[src/rtl/bus_ctrl_8288x.sv]
// Bus-command controller: decodes CPU status into memory, I/O and INTA strobes through a T1-T2-T3-TW-T4 sequencer.
// Optional macro BUSCTL_TIMEOUT_EN bounds TW at MAX_WAIT cycles and raises a one-cycle timeout pulse in the forced T4.
module bus_ctrl_8288x #(
    parameter int WAIT_W   = 4,
    parameter int MAX_WAIT = 15,
    parameter bit ADV_WR   = 1'b1
) (
    input  logic       clk,
    input  logic       rst,
    input  logic [2:0] s_n,
    input  logic       aen_n,
    input  logic       cen,
    input  logic       ready,
    output logic       ale,
    output logic       dtr,
    output logic       den,
    output logic       mce,
    output logic       mrdc_n,
    output logic       mwtc_n,
    output logic       amwc_n,
    output logic       iorc_n,
    output logic       iowc_n,
    output logic       aiowc_n,
    output logic       inta_n,
    output logic       busy,
    output logic       timeout
);

    typedef enum logic [2:0] {
        ST_IDLE = 3'd0,
        ST_T1   = 3'd1,
        ST_T2   = 3'd2,
        ST_T3   = 3'd3,
        ST_TW   = 3'd4,
        ST_T4   = 3'd5
    } state_t;

    // One-hot command type: [0] INTA, [1] IOR, [2] IOW, [3] MRD, [4] MWR
    localparam int TY_INTA = 0;
    localparam int TY_IOR  = 1;
    localparam int TY_IOW  = 2;
    localparam int TY_MRD  = 3;
    localparam int TY_MWR  = 4;

    if ((MAX_WAIT < 32'sd1) || (MAX_WAIT > ((32'sd1 <<< WAIT_W) - 32'sd1))) begin : g_bad_max_wait
        $error("bus_ctrl_8288x: MAX_WAIT must lie in 1..2**WAIT_W-1");
    end

    function automatic logic [4:0] decode_status(input logic [2:0] s);
        logic [4:0] d;
        d = 5'b00000;
        case (s)
            3'b000:         d = 5'b00001;
            3'b001:         d = 5'b00010;
            3'b010:         d = 5'b00100;
            3'b100, 3'b101: d = 5'b01000;
            3'b110:         d = 5'b10000;
            default:        d = 5'b00000;
        endcase
        return d;
    endfunction

    state_t      r_state;
    logic [4:0]  r_type;
    logic [4:0]  w_dec;
    logic        w_start;
    logic        w_t1;
    logic        w_win;
    logic        w_late;
    logic        w_adv;
    logic        w_rd;

`ifdef BUSCTL_TIMEOUT_EN
    localparam logic [WAIT_W-1:0] CNT_LAST = WAIT_W'(MAX_WAIT - 1);
    logic [WAIT_W-1:0] r_cnt;
    logic              r_timeout;
    assign timeout = r_timeout;
`else
    assign timeout = 1'b0;
`endif

    assign w_dec   = decode_status(s_n);
    assign w_start = ((r_state == ST_IDLE) || (r_state == ST_T4)) && !aen_n && (w_dec != 5'b00000);
    assign w_t1    = (r_state == ST_T1);
    assign w_win   = (r_state == ST_T2) || (r_state == ST_T3) || (r_state == ST_TW);
    assign w_late  = (r_state == ST_T3) || (r_state == ST_TW);
    assign w_adv   = ADV_WR ? w_win : w_late;
    assign w_rd    = r_type[TY_INTA] | r_type[TY_IOR] | r_type[TY_MRD];
    assign busy    = (r_state != ST_IDLE);

    // Bus-cycle sequencer; the type latched in T1 is held until the next start.
    always_ff @(posedge clk or posedge rst) begin
        if (rst) begin
            r_state   <= ST_IDLE;
            r_type    <= 5'b00000;
`ifdef BUSCTL_TIMEOUT_EN
            r_cnt     <= {WAIT_W{1'b0}};
            r_timeout <= 1'b0;
`endif
        end else begin
`ifdef BUSCTL_TIMEOUT_EN
            r_timeout <= 1'b0;
`endif
            case (r_state)
                ST_IDLE, ST_T4: begin
                    if (w_start) begin
                        r_state <= ST_T1;
                        r_type  <= w_dec;
`ifdef BUSCTL_TIMEOUT_EN
                        r_cnt   <= {WAIT_W{1'b0}};
`endif
                    end else begin
                        r_state <= ST_IDLE;
                    end
                end
                ST_T1: r_state <= ST_T2;
                ST_T2: r_state <= ST_T3;
                ST_T3: begin
                    if (ready) r_state <= ST_T4;
                    else       r_state <= ST_TW;
                end
                ST_TW: begin
                    if (ready) begin
                        r_state <= ST_T4;
`ifdef BUSCTL_TIMEOUT_EN
                    end else if (r_cnt == CNT_LAST) begin
                        r_state   <= ST_T4;
                        r_timeout <= 1'b1;
                    end else begin
                        r_state <= ST_TW;
                        // Saturate rather than wrap, even if MAX_WAIT sits at the counter ceiling.
                        if (r_cnt != {WAIT_W{1'b1}}) r_cnt <= r_cnt + {{(WAIT_W-1){1'b0}}, 1'b1};
                        else                         r_cnt <= r_cnt;
`else
                    end else begin
                        r_state <= ST_TW;
`endif
                    end
                end
                default: r_state <= ST_IDLE;
            endcase
        end
    end

    // Command and transceiver outputs decoded from state and latched type, forced idle when cen is low.
    always_comb begin
        ale     = 1'b0;
        dtr     = 1'b1;
        den     = 1'b0;
        mce     = 1'b0;
        mrdc_n  = 1'b1;
        mwtc_n  = 1'b1;
        amwc_n  = 1'b1;
        iorc_n  = 1'b1;
        iowc_n  = 1'b1;
        aiowc_n = 1'b1;
        inta_n  = 1'b1;
        if (cen) begin
            ale     = w_t1;
            mce     = w_t1 & r_type[TY_INTA];
            den     = w_win;
            dtr     = !(busy && w_rd);
            inta_n  = !(w_win  & r_type[TY_INTA]);
            iorc_n  = !(w_win  & r_type[TY_IOR]);
            mrdc_n  = !(w_win  & r_type[TY_MRD]);
            iowc_n  = !(w_late & r_type[TY_IOW]);
            aiowc_n = !(w_adv  & r_type[TY_IOW]);
            mwtc_n  = !(w_late & r_type[TY_MWR]);
            amwc_n  = !(w_adv  & r_type[TY_MWR]);
        end else begin
            ale     = 1'b0;
            dtr     = 1'b1;
            den     = 1'b0;
            mce     = 1'b0;
        end
    end

endmodule

[config.mk]
export PLATFORM = sky130hd
export DESIGN_NAME = bus_ctrl_8288x
export DESIGN_NICKNAME = d
export VERILOG_FILES = /design/src/rtl/bus_ctrl_8288x.sv
export SDC_FILE = /design/constraint.sdc
export NUM_CORES = 1
export LEC_CHECK = 0
export CAP_MARGIN = 5
export CORE_AREA = 2 2 39 41
export DETAILED_ROUTE_END_ITERATION = 6
export DIE_AREA = 0 0 41 43
export PLACE_DENSITY = 0.81
export SLEW_MARGIN = 0
export SYNTH_ARGS = -nofsm -noshare
export SYNTH_HDL_FRONTEND = slang
export SYNTH_SLANG_ARGS = --single-unit
[constraint.sdc]
create_clock -name clk -period 1.8 [get_ports clk]
set_clock_uncertainty 0.1 [all_clocks]
set_input_delay 0.36 -clock clk [delete_from_list [all_inputs] [get_ports clk]]
set_output_delay 0.36 -clock clk [all_outputs]
set_load 0.03 [all_outputs]
==> results <==
- The worst setup slack after placement is -0.368 ns.
- In this run the power density over the cells is 1570 mW/mm^2.
- In the synthesized netlist the async set-or-reset flop fraction comes to 1.00.
- The number of max-slew violations in the final report came to 0.
- The share of the Yosys chip area taken by registers is 0.428.
- Entering global routing, the biggest net connects 9 pins.
- TritonCTS built the clock tree.
- Clock tree synthesis found a total of 8 sinks.
- The boundary pin count is 21.
- Across the VDD grid, the largest voltage drop is 0.746 mV.
- At the later pin of the worst-skew pair, clock insertion delay measures 0.26 ns.
- The number of H-tree levels is 1.
- For the worst setup path, the data required time is 1.34 ns.
- The post-route minimum period is 1.98 ns.
- The share of total power dissipated in combinational logic is 0.651.
- The global placer's final weighted congestion is 0.746.
- The via count of the first global-routing pass was 496.
- Of the total power, the clock network draws 0.092.
- The number of detailed-routing iterations run before antenna repair is 4.
- For this run, the total global-route usage over all layers was measured as 0.185.
- For this run, the post-layout net count is a little under 100.
- The via total after detailed routing is 515.
- STA puts the critical path data arrival time at 1.52 ns.
- The floorplan step defined a core boundary enclosing about 0.0014 mm^2.
- The met3 capacity usage during global routing is 0.0524.
- The die is between 40 and 50 um tall.
- The part of the total power dissipated in sequential elements is 0.257.
- The placement row count is 14.
- The tool flagged a number of max-cap violations equal to 0.
- After the first detailed-routing iteration, the DRC count stood at 3.
- Counting flops with a built-in enable in the synthesized netlist gives 0.
- In the routed design, unresolved DRC markers number 0.
- The flip-flop cell with the highest count after synthesis is dfrtp_1.
- The flip-flop and latch count after synthesis is 8.
- Of the total power, the share spent switching nets is 0.407.
- In the routed layout, each cell is associated on average with a via count of ~5.0.
- The post-route worst hold slack is 0.245 ns.
- The checks that failed: negative setup slack.
- The total power consumption of the routed design is 0.00149 W.
- The die footprint is 0.00176 mm^2.
- The quantity of hold-fixing buffers added after cts is 0.
- Global routing finished with a remaining overflow of 0.
- Setup violations remaining at the end of the flow were counted as 12.
- The total wirelength of the detailed-routed design is 1.60 mm.
- The buffer type at the clock tree root is clkbuf_4.
- The number of buffers created by CTS is 3.
- The first global-routing pass estimated 2.10 mm of wire.
- After synthesis, the netlist uses 24 different library cells.
- The category of the critical setup timing path is register to output pin.
- Derived from the worst setup path, the maximum achievable clock frequency is 504 MHz.
- The clock-pin transition on the worst setup and hold timing paths is 0.06 ns.
- Synthesis produced a netlist with a net count of 54.
- The setup total negative slack is -1.40 ns.
- The kind of path behind the tightest hold check is input pin to asynchronous set/reset pin.
- The number of antenna diodes in the final layout is 0.
- The floorplan step set the die width to 41 um.
- The worst setup path is launched from a register.
- In this run the cell area of the synthesized design comes to between 400 and 500 um^2.
- The mean cell area of the mapped netlist is ~10 um^2.
- The analysis attributes to cell leakage a power of 0.446 nW.
- The number of buffers on the longest clock path is 2.
- The top fanout value on the critical path is 3.
- In this run the remaining antenna-violating nets after routing total 0.
- The fraction of layout cells with a size suffix above 1 is 0.636.
- In the final routed layout, each cell accounts on average for between 15 and 20 um.
- The switching power is around 0.00061 W.
- met2 is the most crowded layer.
- The number of instances in the synthesized netlist is 46.
- The initial antenna violation count came to 0.
- Setup repair after global routing could not meet its margin everywhere.
- Of the available clock period, the critical path in the final layout requires 1.10.
- For this configuration, the core starts out at a cell density of 0.338.
- The run finished, with violations left.
- Cell internal power was estimated by the tool at 0.000885 W.
- For this run, the number of Yosys warnings is 0.
- The hold violation total from the final report was 0.
- Across all setup checks in the final design, the least slack found is -0.184 ns.
- The estimated wirelength of the detail-placed design is 937 um.
- The met2 layer usage reported by global route is 0.309.
- The worst setup path is captured at an output pin.
- Relative to the synthesized area, the layout overhead comes to 103%.
- The number of buffer cells added on primary ports is 19.
- The met1 usage is 0.203.
[sequential cells by signal, summed over array words and instances (netlist names)]
name,count
r_state,3
r_type,5
[metrics by stage]
stage | cells | instance area (um^2) | utilization
detailed placement | 92 | 758 | 0.548
floorplan | 46 | 478 | -
global placement | 92 | 758 | 0.548
global route | 104 | 951 | 0.687
CTS | 101 | 893 | 0.646
finish | 104 | 951 | 0.687
[final cells by class]
cell class                 count  area (um^2)
tap                           16         20.0
sequential                     8          200
multi-input combinational     34          300
clock buffer                   3         22.5
fill                         105          433
inverter                       2         7.51
timing repair buffer          41          400
[power groups by stage]
| stage | combinational (W) | sequential, W | clock [W] |
|---|---|---|---|
| after floorplan | 0.000393 | 0.000335 | 0 |
| after global placement | 0.000680 | 0.000341 | 0 |
| after detailed placement | 0.000698 | 0.000346 | 0 |
| after CTS | 0.000830 | 0.000361 | 0.000139 |
| after global routing | 0.00103 | 0.000396 | 0.000149 |
| final | 0.000972 | 0.000383 | 0.000137 |
[metal layers]
layer  part of all wire  vias up  wire (um)
li1                   -      246          -
met1               0.35      243        563
met2               0.56       20        899
met3              0.052        6         83
met4              0.032        0         51
met5                  0        -          0
[worst paths after layout]
path | from | to | slack (ns) | cells past startpoint
max | r_state[2] | dtr | -0.18 | 5
min | rst | r_type[4] | 0.25 | 2
max reg2reg | r_state[2] | r_type[0] | 0.17 | 6
min in group clk | r_type[4] | r_type[4] | 0.46 | 1
max in group asynchronous | rst | r_state[2] | 1.11 | 2
min reg2reg | r_type[4] | r_type[4] | 0.46 | 1
[worst max-delay path, cell delays in order (launching register included)]
cell and delay, ns:
dfrtp_1 0.40, buf_6 0.13, or3_4 0.40, buf_6 0.13, o311ai_4 0.05, buf_6 0.17
[placed cells by master, fill, tap and decap left out, types with 2 or more instances in the layout]
cell type and n:
buf_6 21, buf_4 12, dfrtp_1 8, clkdlybuf4s50_1 6
mux2_2 5, nand2_2 4, nand2_1 3, clkbuf_4 3
nor3b_1 2, xnor2_1 2, nor2b_1 2, nand3_2 2
[cell families after synthesis]
family	Yosys count	share of synthesized area
multiplexers	5	0.120
other	1	0.00801
AND/OR/NAND/NOR	21	0.275
XOR/XNOR	2	0.0374
AO/OA/AOI/OAI	5	0.0882
buffers and inverters	4	0.0428
flip-flops	8	0.428
[repair_timing]
action                                  4_1_cts  5_1_grt
hold endpoints to repair                      0        0
endpoints found under the setup margin       12       12
gates resized for setup                      46       22
setup buffers                                 6        3
pin swaps                                     4        4
cloned                                        0        0
[Yosys cell counts, types with 2 or more instances]
library cell,count,area share
nor2b_1,2,0.027
nand3_1,3,0.032
dfrtp_1,8,0.43
xnor2_1,2,0.037
nor3b_1,2,0.032
nand2_1,6,0.048
inv_1,2,0.016
mux2_2,5,0.12
No activity file was read; power rests on OpenSTA's default activity.
